<file path="config.mk">
export PLATFORM = sky130hd
export DESIGN_NAME = spi_slave_if
export DESIGN_NICKNAME = d
export VERILOG_FILES = /design/src/rtl/spi_slave_if.sv
export SDC_FILE = /design/constraint.sdc
export NUM_CORES = 1
export LEC_CHECK = 0
export ABC_AREA = 0
export BUFFER_PORTS_ARGS = -buffer_cell sky130_fd_sc_hd__buf_2
export CORE_UTILIZATION = 40
export DETAILED_ROUTE_END_ITERATION = 7
export PLACE_DENSITY = 0.7
export REMOVE_ABC_BUFFERS = 1
export SLEW_MARGIN = 20
export SYNTH_ARGS = -nofsm -noshare
export SYNTH_HDL_FRONTEND = slang
export SYNTH_SLANG_ARGS = --single-unit
</file>
<file path="constraint.sdc">
create_clock -name CLK -period 1.92 [get_ports CLK]
set_input_delay 0.096 -clock CLK [delete_from_list [all_inputs] [get_ports CLK]]
set_output_delay 0.096 -clock CLK [all_outputs]
set_load 0.03 [all_outputs]
</file>
<file path="src/rtl/spi_slave_if.sv">
// spi_slave_if: SPI mode-0 slave with synchronized SPI inputs, a received-word output and a one-deep tx holding buffer.
module spi_slave_if #(
  parameter int DATA_W      = 32,
  parameter int SYNC_STAGES = 2
) (
  input  logic              CLK,
  input  logic              rst_n,
  input  logic              spi_cs,
  input  logic              spi_sck,
  input  logic              spi_mosi,
  output logic              spi_miso,
  output logic [DATA_W-1:0] rx_data,
  output logic              rx_valid,
  input  logic [DATA_W-1:0] tx_data,
  input  logic              tx_valid,
  output logic              tx_ready,
  output logic              tx_underrun,
  output logic              busy
);
  localparam int CW = $clog2(DATA_W);
  localparam logic [CW-1:0] LAST = CW'(DATA_W - 1);

  typedef enum logic [1:0] {IDLE, LOAD, SHIFT} state_t;

  state_t state_q, state_d;
  logic [SYNC_STAGES-1:0] cs_sync_q, cs_sync_d, sck_sync_q, sck_sync_d, mosi_sync_q, mosi_sync_d;
  logic cs_prev_q, cs_prev_d, sck_prev_q, sck_prev_d;
  logic [DATA_W-1:0] tx_sr_q, tx_sr_d, rx_sr_q, rx_sr_d, hold_q, hold_d, rx_data_q, rx_data_d;
  logic [CW-1:0] cnt_q, cnt_d;
  logic word_done_q, word_done_d, hold_full_q, hold_full_d;
  logic rx_valid_q, rx_valid_d, underrun_q, underrun_d;
  logic cs_s, sck_s, mosi_s, cs_rise, cs_fall, rise, fall, last, reload, tx_fire;
  logic [DATA_W-1:0] rx_word, new_word;

  always_ff @(posedge CLK or negedge rst_n)
    if (!rst_n) state_q <= IDLE;
    else state_q <= state_d;

  always_comb begin
    state_d = cs_rise ? IDLE :
              (state_q == IDLE && cs_fall) ? LOAD :
              (state_q == LOAD) ? SHIFT : state_q;
  end

  always_comb begin
    cs_sync_d   = {cs_sync_q[SYNC_STAGES-2:0], spi_cs};
    sck_sync_d  = {sck_sync_q[SYNC_STAGES-2:0], spi_sck};
    mosi_sync_d = {mosi_sync_q[SYNC_STAGES-2:0], spi_mosi};
    cs_s        = cs_sync_q[SYNC_STAGES-1];
    sck_s       = sck_sync_q[SYNC_STAGES-1];
    mosi_s      = mosi_sync_q[SYNC_STAGES-1];
    cs_prev_d   = cs_s;
    sck_prev_d  = sck_s;
    cs_rise     = cs_s & ~cs_prev_q;
    cs_fall     = ~cs_s & cs_prev_q;
    rise        = (state_q == SHIFT) & sck_s & ~sck_prev_q;
    fall        = (state_q == SHIFT) & ~sck_s & sck_prev_q;
    last        = rise & (cnt_q == LAST);
    // a cs rising edge wins over any reload so a closing frame never consumes the buffer
    reload      = ~cs_rise & ((state_q == LOAD) | (fall & word_done_q));
    tx_fire     = tx_valid & ~hold_full_q;
    new_word    = tx_fire ? tx_data : hold_full_q ? hold_q : '0;
    rx_word     = {rx_sr_q[DATA_W-2:0], mosi_s};
    tx_sr_d     = cs_rise ? '0 : reload ? new_word : (fall & ~word_done_q) ? tx_sr_q << 1 : tx_sr_q;
    rx_sr_d     = cs_rise ? '0 : rise ? rx_word : rx_sr_q;
    cnt_d       = (cs_rise | state_q == LOAD | last) ? '0 : rise ? cnt_q + 1'b1 : cnt_q;
    word_done_d = ~cs_rise & (last | (word_done_q & ~reload));
    hold_full_d = ~reload & (tx_fire | hold_full_q);
    hold_d      = (~reload & tx_fire) ? tx_data : hold_q;
    rx_data_d   = last ? rx_word : rx_data_q;
    rx_valid_d  = last;
    underrun_d  = reload & ~tx_fire & ~hold_full_q;
    spi_miso    = tx_sr_q[DATA_W-1] & ~spi_cs;
    rx_data     = rx_data_q;
    rx_valid    = rx_valid_q;
    tx_ready    = ~hold_full_q;
    tx_underrun = underrun_q;
    busy        = state_q != IDLE;
  end

  always_ff @(posedge CLK or negedge rst_n)
    if (!rst_n) begin
      cs_sync_q   <= '1;
      sck_sync_q  <= '0;
      mosi_sync_q <= '0;
      cs_prev_q   <= 1'b1;
      sck_prev_q  <= 1'b0;
      tx_sr_q     <= '0;
      rx_sr_q     <= '0;
      hold_q      <= '0;
      hold_full_q <= 1'b0;
      cnt_q       <= '0;
      word_done_q <= 1'b0;
      rx_data_q   <= '0;
      rx_valid_q  <= 1'b0;
      underrun_q  <= 1'b0;
    end else begin
      cs_sync_q   <= cs_sync_d;
      sck_sync_q  <= sck_sync_d;
      mosi_sync_q <= mosi_sync_d;
      cs_prev_q   <= cs_prev_d;
      sck_prev_q  <= sck_prev_d;
      tx_sr_q     <= tx_sr_d;
      rx_sr_q     <= rx_sr_d;
      hold_q      <= hold_d;
      hold_full_q <= hold_full_d;
      cnt_q       <= cnt_d;
      word_done_q <= word_done_d;
      rx_data_q   <= rx_data_d;
      rx_valid_q  <= rx_valid_d;
      underrun_q  <= underrun_d;
    end
endmodule

</file>
* After elaboration in Yosys (flattened, before gate mapping) *
Cells that the tools add are included.
W data, S select, Z words.

operators by class
  equal/unequal tests = 3
  reductions and logical operators = 7
  multiplexer cells = 12
  bitwise gates (word level) = 33
  $add $sub $neg = 1

operators by type and width
  operator               count
  $mux W32               5
  $mux W31               2
  $and A1 B1 Y1          18
  $mux W5                2
  $not A1 Y1             10
  $mux W2                3
  $reduce_bool A2 Y1     3
  $reduce_bool A3 Y1     2
  $add A5 B1 Y5 const B  1
  $eq A5 B5 Y1 const B   1
  $or A1 B1 Y1           5
  $eq A2 B1 Y1 const B   1
  $eq A2 B2 Y1 const B   1
  $logic_not A2 Y1       1
  $logic_and A1 B1 Y1    1

word-level totals
  output and inout bits = 37
  input bits = 38
  register bits after elaboration = 146

* Longest topological paths before layout *
Gate-level depths: netlist of run 1.

  word-level depth = 10
  gate-level depth with buffers = 7

* Worst setup path before layout of run 1 *
Ideal clock, no wire load.

  path type = register to register
  start point = register cnt_q[0]
  end point = register rx_data_q[10] (netlist: rx_data[10])
  library setup time = 0.128 ns
  stages on the path, launching flop included = 8
  path buffers = 2
  data arrival time = 1.775 ns
  clock period less this slack = 1.902 ns
  path slack = 0.018 ns
  cell sequence = dfrtp_1 ha_1 and3_1 ha_1 clkbuf_1 nand2_2 buf_2 mux2_1

on the way
  cells in the longest elaborated chain, start to end = 2

ends and longest elaborated chain
  item                    line  RTL
  start, declared         29    logic [CW-1:0] cnt_q, cnt_d;
  start signal, assigned  107   cnt_q <= cnt_d;
  $eq A5 B5 Y1            58    last = rise & (cnt_q == LAST);
  $and A1 B1 Y1           58
  end signal, assigned    109   rx_data_q <= rx_data_d;
  end, declared           28    logic [DATA_W-1:0] tx_sr_q, tx_sr_d, rx_sr_q, rx_sr_d, hold_q, hold_d, rx_data_q, rx_data_d;

No other way between the ends.
A chain may end at the register's enable or synchronous reset.

* Worst setup path in the final report of run 1 *
  start point = register cnt_q[0]
  end point = register rx_data_q[6] (netlist: rx_data[6])

Same word-level chain as after synthesis.

==> run metrics, run 1 <==
outcome complete, no violations; buffer type at the clock tree root sky130_fd_sc_hd__clkbuf_16; largest net degree at the start of global routing 63; starting density of the core 0.409; flops & latches, synth 146; highest clock frequency the design can meet 0.539 GHz; DR pass1 iterations 4; sw power 2.52 mW; met3 routing resource usage after global routing 0.0477; Routability Congestion 0.754; pre-CTS setup slack 35.7 ps; Total Routing Usage GR 0.182; endpoint arrival time on the critical path 2150 ps; total power density per cell area 1190 mW/mm2; count of final hold-check violations 0; library cells used by synthesis 38; Routed Antenna Nets 0; die area 0.0161 mm2; die height 127 um; Core Footprint 0.0152 mm2; VDD IR-drop max 0.000922 V; total leakage power 3.70 nW; nets 674; part of the power in the clock network 0.375; switching portion of total power 0.266; clock buffers created by TritonCTS 17; number of synthesized flops with an enable pin 0; DIE WIDTH 127 um; slew at the pin closest to its max-slew limit 587 ps; sort of element at the end of the critical path flip-flop; worst rel slew slack 0.608; per-cell via count in the routed design 5.45; power share of the combinational group 0.196; post-route worst hold slack 225 ps; number of clock sinks 146; sum of routed wire length over all layers 13400 um; mean routed wirelength per cell 16.0 um; gr busiest metal met2; grt met2 use 0.306; grt met1 use 0.230; maximum root-to-sink buffer count 2; deepest level of the CTS H-tree 4; maxcap violations 0; Worst Slack Setup Final 64.2 ps; Placement Rows 45; total grt overflow 0; required time reported for the critical path endpoint 2220 ps; count of yosys warnings during synthesis 0; final cycle utilization of the critical path 0.967; sequential share of power 0.429; routed via count 4547; drt first-iter violations 329; WS Path Type flip-flop to flip-flop; number of max-slew violations in the final report 0; clock network latency to the later pin of the worst-skew pair 420 ps; Gate Count Post-Synth 527; Worst-path clk slew 60 ps; Antenna Diode Count 0; clock tree from TritonCTS built; time the worst path needs with I/O delays and setup 1860 ps; total half-perimeter wirelength after legalization and detailed placement 8480 um; cell-internal power 6.95 mW; launching instance or port of the critical path cnt_q[0]; number of port buffers 74; kind of start point of the critical path flip-flop; Mapped Area 0.00622 mm2; ports placed on the boundary 75; startpoint of the lowest-slack register-to-register path cnt_q[0]; Worst Hold Class primary input to async pin; mean instance size in the synthesized netlist 11.8 um2; number of setup violations in the final report 0; synthesis-to-layout area growth 27.7%; CP Max Fanout 20; share of post-route cells with drive strength above 1 0.221; async set-reset flop share out of synthesis 1.00; first-pass GRT wire length 23100 um; clk_skew 4.66 ps; Top FF cell, synth sky130_fd_sc_hd__dfrtp_1; initial antenna violation count 0; vias in the first global route 4643; post-CTS setup-driven buffer insertion count 0; post-route DRC violation count 0; proportion of synthesized chip area in sequential cells 0.588
-- placed cells by master, fill, tap and decap left out, types with 3 or more instances in the layout --
master,Yosys,routed
sky130_fd_sc_hd__clkbuf_16,0,17
sky130_fd_sc_hd__clkbuf_8,0,5
sky130_fd_sc_hd__inv_1,3,3
sky130_fd_sc_hd__a221o_1,31,31
sky130_fd_sc_hd__o21ai_0,30,30
sky130_fd_sc_hd__buf_2,10,73
sky130_fd_sc_hd__buf_12,0,6
sky130_fd_sc_hd__a32o_1,31,31
sky130_fd_sc_hd__nand2_1,68,68
sky130_fd_sc_hd__dfstp_2,3,3
sky130_fd_sc_hd__a21oi_1,38,38
sky130_fd_sc_hd__mux2_1,64,64
sky130_fd_sc_hd__buf_4,0,19
sky130_fd_sc_hd__bufinv_16,0,4
sky130_fd_sc_hd__clkinv_2,0,3
sky130_fd_sc_hd__dfrtp_1,143,143
sky130_fd_sc_hd__o21ai_1,3,3
sky130_fd_sc_hd__dlygate4sd3_1,0,37
sky130_fd_sc_hd__nor2_1,35,35
-- final cells by class --
class                           count  area (um2)
Clock buffer                       23         498
Clock inverter                      9         150
Fill cell                        1261        7260
Inverter                            4        15.0
Multi-Input combinational cell    328        2370
Sequential cell                   146        3660
Tap cell                          188         235
Timing Repair Buffer              137        1020
-- cell usage after synthesis (2+ instances only) --
library cell               number  area (um2)
sky130_fd_sc_hd__mux2_1        64         721
sky130_fd_sc_hd__inv_1          3        11.3
sky130_fd_sc_hd__buf_2         10        50.1
sky130_fd_sc_hd__dfrtp_1      143        3580
sky130_fd_sc_hd__a32o_1        31         310
sky130_fd_sc_hd__nand2_1       68         255
sky130_fd_sc_hd__clkbuf_1      34         128
sky130_fd_sc_hd__nand2b_1       2        12.5
sky130_fd_sc_hd__a21oi_1       38         190
sky130_fd_sc_hd__o21ai_1        3        15.0
sky130_fd_sc_hd__o21ai_0       30         150
sky130_fd_sc_hd__buf_6          4        45.0
sky130_fd_sc_hd__and3_1         2        12.5
sky130_fd_sc_hd__nor2_1        35         131
sky130_fd_sc_hd__ha_1           2        25.0
sky130_fd_sc_hd__a221o_1       31         310
sky130_fd_sc_hd__nand3b_1       2        15.0
sky130_fd_sc_hd__nor2b_1        3        18.8
sky130_fd_sc_hd__dfstp_2        3        78.8
-- kinds of logic after synthesis --
family / share of synthesized area
AOI/OAI and AO/OA: 0.167
adders and majority gates: 0.00402
buffers and inverters: 0.0388
DFF: 0.588
muxes: 0.116
and+or+nand+nor: 0.0867
-- sequential cells by signal (all words and copies together) (netlist names), 2 cells and up --
| name | count |
|---|---|
| sck_sync_q | 2 |
| state_q | 2 |
| rx_data | 32 |
| mosi_sync_q | 2 |
| rx_sr_q | 31 |
| hold_q | 32 |
| tx_sr_q | 32 |
| cnt_q | 5 |
| cs_sync_q | 2 |
-- worst max-delay path: stages (launching register included) --
cell,delay [ps]
sky130_fd_sc_hd__dfrtp_1,430
sky130_fd_sc_hd__ha_2,230
sky130_fd_sc_hd__and3_1,200
sky130_fd_sc_hd__ha_1,240
sky130_fd_sc_hd__nand2_4,120
sky130_fd_sc_hd__buf_12,170
sky130_fd_sc_hd__mux2_1,350
-- power groups by stage --
stage / Sequential, mW / Combinational, mW / Clock, mW
6_report: 4.07 / 1.85 / 3.55
5_1_grt: 4.14 / 2.07 / 3.77
4_1_cts: 4.07 / 1.87 / 3.62
3_5_place_dp: 4.11 / 1.80 / 0
3_3_place_gp: 4.06 / 1.72 / 0
2_1_floorplan: 4.05 / 1.17 / 0
-- what timing repair did --
action,CTS,global route
setup endpoints to repair,0,34
endpoints found under the hold margin,92,0
gates resized for setup,0,4
hold buffers,37,0
-- per-layer routing --
layer,share of wire,up-vias
met2,0.51,105
met1,0.44,2302
li1,-,2130
met3,0.040,10
met5,0,-
met4,0.0084,0
-- final timing paths --
path	endpoint	slack, ps	cells past startpoint
min in group CLK	sck_sync_q[0]	320	2
hold / removal	rx_data[24]	230	2
hold reg to reg	mosi_sync_q[1]	350	0
setup / recovery	rx_data[6]	60	6
max in group asynchronous	tx_sr_q[28]	950	3
setup reg to reg	rx_data[6]	60	6
-- metrics by stage --
step	util	std cells	instance area, um2	TNS, ps	power (mW)
4_1_cts	0.521	835	7930	0	9.56
5_1_grt	0.523	835	7940	-17.7	9.98
2_1_floorplan	-	478	5990	-213670	5.22
3_3_place_gp	0.454	766	6910	0	5.78
6_report	0.523	835	7940	0	9.48
3_5_place_dp	0.454	766	6910	0	5.92
Note: power is estimated with default switching activity, not from simulation.
==> run 2: changes to the inputs <==
SETUP_SLACK_MARGIN = 0.2   (was unset)
==> run 2 against run 1 <==
  * Clock-buffer cell count stayed put
  * Fmax is 3.5% higher
  * Die area stayed put
  * Utilization is 4.0 points higher
  * Critical path depth is 1 higher
  * Global-route usage is 0.94 points higher
  * Final cell count is 2.8% higher
  * Setup slack better by 63 ps
  * Flip-flop and latch count stayed put
  * Critical path type unchanged
  * Highest routed layer unchanged
==> run metrics, run 2 (synthesized netlist as in run 1, its figures left out) <==
maxcap violations 0; sum of routed wire length over all layers 15500 um; kind of start point of the critical path flip-flop; most frequent cells in the layout sky130_fd_sc_hd__dfrtp_1, sky130_fd_sc_hd__buf_2, sky130_fd_sc_hd__nand2_1, sky130_fd_sc_hd__mux2_4; Core Footprint 0.0152 mm2; first-pass GRT wire length 24200 um; DIE WIDTH 127 um; vias in the first global route 4828; number of max-slew violations in the final report 0; die height 127 um; ordered list of cells on the worst path ha_2 > and3_4 > ha_4 > nand2_4 > buf_12 > clkbuf_16 > mux2_1; total placed cells including tap cells 766; area of the multi-input gates 0.00261 mm2; cell with the biggest individual delay on the critical path sky130_fd_sc_hd__dfrtp_1; total grt overflow 0; required time reported for the critical path endpoint 2220 ps; R2R setup slack 130 ps; Routability Congestion 0.754; Cell Count, Final, Fillers Out 858; clk_skew 5.30 ps; number of clock sinks 146; slew at the pin closest to its max-slew limit 586 ps; nets 697; FF/Latch Area 0.00366 mm2; endpoint of the worst-slack reg-to-reg timing path rx_data[29]; outcome complete, no violations; die area 0.0161 mm2; WS Path Type flip-flop to flip-flop; VDD IR-drop max 0.000938 V; met3 routing resource usage after global routing 0.0502; Final TNS setup 0 ps; Worst Hold Class primary input to async pin; Total Routing Usage GR 0.192; post-place instance area 0.00691 mm2; total half-perimeter wirelength after legalization and detailed placement 8480 um; Worst-path clk slew 60 ps; count of final hold-check violations 0; R2R cell count 7; number of setup violations in the final report 0; post-route design area 0.00856 mm2; total power density per cell area 1190 mW/mm2; synthesis-to-layout area growth 37.6%; total of fill cells in the finished design 1214; ports placed on the boundary 75; clock network latency to the later pin of the worst-skew pair 420 ps; worst rel slew slack 0.610; endpoint arrival time on the critical path 2090 ps; routed via count 4769; post-route DRC violation count 0; largest stage delay on the critical path 400 ps; most common cell after layout, fill and taps aside sky130_fd_sc_hd__dfrtp_1; Routed Antenna Nets 0; share of post-route cells with drive strength above 1 0.336; highest clock frequency the design can meet 0.558 GHz; gr busiest metal met2; total leakage power 4.13 nW; clock tree from TritonCTS built; startpoint of the lowest-slack register-to-register path cnt_q[0]; drt first-iter violations 378; grt met1 use 0.235; DR pass1 iterations 5; Antenna Diode Count 0; clock buffers created by TritonCTS 17; maximum root-to-sink buffer count 2; buffer type at the clock tree root sky130_fd_sc_hd__clkbuf_16; deepest level of the CTS H-tree 4; grt met2 use 0.327; sort of element at the end of the critical path flip-flop; mean routed wirelength per cell 18.1 um; starting density of the core 0.409; final cycle utilization of the critical path 0.934; per-cell via count in the routed design 5.56; RSZ-0062 raised after global routing yes; CP Max Fanout 6; Placement Rows 45; largest net degree at the start of global routing 63; initial antenna violation count 0; number of port buffers 74; time the worst path needs with I/O delays and setup 1790 ps
run 2: changes by cell type in the layout (fill, tap and decap cells not counted), moves of 3 or more:
cell,delta
sky130_fd_sc_hd__clkbuf_16,+5
sky130_fd_sc_hd__buf_6,+3
sky130_fd_sc_hd__buf_12,+3
sky130_fd_sc_hd__mux2_4,+52
sky130_fd_sc_hd__buf_4,+9
sky130_fd_sc_hd__mux2_1,-52
run 2: repair_timing:
action,in CTS,in global routing
hold buffers,37,0
cloned,3,5
setup buffers,9,6
setup endpoints to repair,95,118
hold endpoints to repair,92,0
pin swaps,3,3
gates resized for setup,23,51
run 2: routing by layer:
metal	up-vias	part of all wire
li1	2184	-
met1	2410	0.42
met2	152	0.52
met3	23	0.047
met4	0	0.015
met5	-	0
run 2: through the flow:
stage,util,hold slack [ps],power (mW),setup WS (ps)
2_1_floorplan,-,-200,5.22,-2850
3_3_place_gp,0.454,111,5.78,158
3_5_place_dp,0.454,120,5.92,35.7
4_1_cts,0.539,245,9.67,145
5_1_grt,0.563,264,10.6,94.6
6_report,0.563,229,10.2,127
run 2: where the power goes:
| part | internal, mW | total, mW | leakage (nW) | switching (mW) |
|---|---|---|---|---|
| clock network | 2.34 | 3.57 | 0.315 | 1.23 |
| registers | 3.71 | 4.11 | 1.91 | 0.399 |
| logic | 1.39 | 2.51 | 1.90 | 1.11 |
run 2: cell type report:
type	instances	area share
timing repair buffer	160	0.163
clock inverter	9	0.0175
sequential	146	0.428
clock buffer	23	0.0582
multi-input combinational	328	0.304
tap	188	0.0275
inverter	4	0.00175
run 2: worst max path at each step:
stage	slack, ps	startpoint	endpoint	cells after the start
floorplan	-2850	sck_prev_q	rx_data[0]	3
global placement	160	cnt_q[0]	rx_data[14]	6
detailed placement	40	cnt_q[0]	rx_data[4]	6
CTS	140	state_q[1]	hold_q[8]	6
global route	90	state_q[0]	rx_data[1]	7
finish	130	cnt_q[0]	rx_data[29]	7
run 2: worst max-delay path, delay by kind of cell (launching register included):
kind / cells / cell delay (ps)
flip-flops: 1 / 400
multiplexers: 1 / 310
AND/OR/NAND/NOR: 2 / 280
buffers and inverters: 2 / 290
adder cells (fa/ha/maj): 2 / 390
==> run 3: changes to the inputs <==
CTS_BUF_LIST = sky130_fd_sc_hd__clkbuf_4   (was unset)
CTS_CLUSTER_SIZE = 16   (was unset)
SETUP_SLACK_MARGIN = 0.3   (was 0.2)
==> run 3 against run 2 <==
  * First-iteration DRC count shrank 21%
  * Critical endpoint is now rx_data[0]
  * Final cell count grew 1.6%
  * Via count grew 3.4%
  * Highest routed layer unchanged
  * Sequential power is essentially flat
  * Register-to-register slack is essentially flat
  * Combinational power grew 13%
  * Flip-flop and latch count is the same
==> run metrics, run 3 (synthesized netlist as in run 1, its figures left out) <==
Routability Congestion 0.754; buffer type at the clock tree root sky130_fd_sc_hd__clkbuf_4; Total Routing Usage GR 0.192; most common cell after layout, fill and taps aside sky130_fd_sc_hd__dfrtp_1; RSZ-0062 raised after global routing yes; total placed cells including tap cells 766; R2R cell count 6; area of the multi-input gates 0.00299 mm2; die height 127 um; end point of the critical path rx_data[0]; VDD IR-drop max 0.00107 V; endpoint arrival time on the critical path 2230 ps; launching instance or port of the critical path state_q[0]; initial antenna violation count 0; maxcap violations 0; number of port buffers 74; number of max-slew violations in the final report 0; required time reported for the critical path endpoint 2350 ps; final cycle utilization of the critical path 0.936; Final TNS setup 0 ps; count of final hold-check violations 0; starting density of the core 0.409; vias in the first global route 4854; clock tree from TritonCTS built; largest net degree at the start of global routing 63; drt first-iter violations 298; outcome complete, no violations; total leakage power 4.50 nW; time the worst path needs with I/O delays and setup 1800 ps; total grt overflow 0; highest clock frequency the design can meet 0.557 GHz; maximum root-to-sink buffer count 2; Placement Rows 45; Worst-path clk slew 110 ps; Core Footprint 0.0152 mm2; most frequent cells in the layout sky130_fd_sc_hd__dfrtp_1, sky130_fd_sc_hd__buf_2, sky130_fd_sc_hd__mux2_4, sky130_fd_sc_hd__nand2_1, sky130_fd_sc_hd__dlygate4sd3_1; clk_skew 12.3 ps; die area 0.0161 mm2; clock network latency to the later pin of the worst-skew pair 550 ps; CP Max Fanout 13; total power density per cell area 1020 mW/mm2; post-place instance area 0.00691 mm2; kind of start point of the critical path flip-flop; per-cell via count in the routed design 5.66; endpoint of the worst-slack reg-to-reg timing path rx_data[0]; share of post-route cells with drive strength above 1 0.443; ports placed on the boundary 75; startpoint of the lowest-slack register-to-register path state_q[0]; total of fill cells in the finished design 1175; first-pass GRT wire length 24400 um; worst rel slew slack 0.604; Worst Hold Class primary input to async pin; clock buffers created by TritonCTS 17; slew at the pin closest to its max-slew limit 594 ps; number of clock sinks 146; R2R setup slack 120 ps; total half-perimeter wirelength after legalization and detailed placement 8480 um; nets 711; number of setup violations in the final report 0; deepest level of the CTS H-tree 4; mean routed wirelength per cell 19.6 um; DR pass1 iterations 4; WS Path Type flip-flop to flip-flop; synthesis-to-layout area growth 42.3%; post-route worst hold slack 92.1 ps; Antenna Diode Count 0; post-route design area 0.00885 mm2; Cell Count, Final, Fillers Out 872; DIE WIDTH 127 um; post-route DRC violation count 0; Power Total 9.03 mW; sum of routed wire length over all layers 17100 um; Routed Antenna Nets 0; FF/Latch Area 0.00366 mm2; sort of element at the end of the critical path flip-flop; routed via count 4933
==> run 3: changes by cell type in the layout (fill, tap and decap cells not counted), moves of 6 or more <==
cell,change
sky130_fd_sc_hd__mux2_1,-6
sky130_fd_sc_hd__clkbuf_4,+18
sky130_fd_sc_hd__nand2_4,+25
sky130_fd_sc_hd__mux2_4,+6
sky130_fd_sc_hd__a21oi_2,+29
sky130_fd_sc_hd__a21oi_1,-29
sky130_fd_sc_hd__nand2_1,-26
sky130_fd_sc_hd__clkbuf_16,-14
==> run 3: critical path, stage by stage, from the launching register on <==
cell	delay, ps
sky130_fd_sc_hd__dfrtp_1	420
sky130_fd_sc_hd__buf_6	140
sky130_fd_sc_hd__nor4bb_4	400
sky130_fd_sc_hd__nand2_4	120
sky130_fd_sc_hd__buf_12	150
sky130_fd_sc_hd__buf_12	140
sky130_fd_sc_hd__mux2_1	300
==> run 3: power breakdown <==
part | switching (mW) | total (mW) | internal, mW
clock | 1.07 | 2.09 | 1.02
combinational | 1.25 | 2.84 | 1.59
sequential | 0.400 | 4.10 | 3.70
total | 2.72 | 9.03 | 6.31
==> run 3: cell type report <==
type / instances / share of cell area
multi-input cells: 328 / 0.338
flip-flops and latches: 146 / 0.413
repair buffers: 174 / 0.186
clock inverters: 14 / 0.0191
inverters: 4 / 0.00170
clock buffers: 18 / 0.0153
well taps: 188 / 0.0266
==> run 3: what timing repair did <==
| item | in CTS | in global routing |
|---|---|---|
| resized for setup | 38 | 153 |
| gates cloned | 4 | 11 |
| pin swaps | 6 | 78 |
| hold buffers | 37 | 0 |
| endpoints found under the setup margin | 121 | 127 |
| setup buffers | 13 | 9 |
| endpoints found under the hold margin | 176 | 0 |
==> run 3: how the worst min path moves through the flow <==
stage	from	endpoint	slack [ps]	depth (start not counted)
after floorplan	rst_n	cnt_q[0]	-200	0
after global placement	rst_n	rx_data[25]	110	1
after detailed placement	rst_n	rx_data[24]	120	1
after CTS	rst_n	rx_data[27]	90	2
after global routing	rst_n	rx_data[23]	90	2
final	rst_n	rx_data[24]	90	2
==> run 3: layer usage <==
metal,vias up,share of wire,track usage
met3,32,0.046,0.0485
li1,2217,-,-
met1,2522,0.41,0.241
met5,-,0,0
met2,162,0.52,0.330
met4,0,0.023,0.0546
==> run 3: stage by stage <==
step	util	worst slack [ps]
after global routing	0.582	68.6
after detailed placement	0.454	35.7
after floorplan	-	-2850
after global placement	0.454	158
after CTS	0.524	147
final	0.582	123
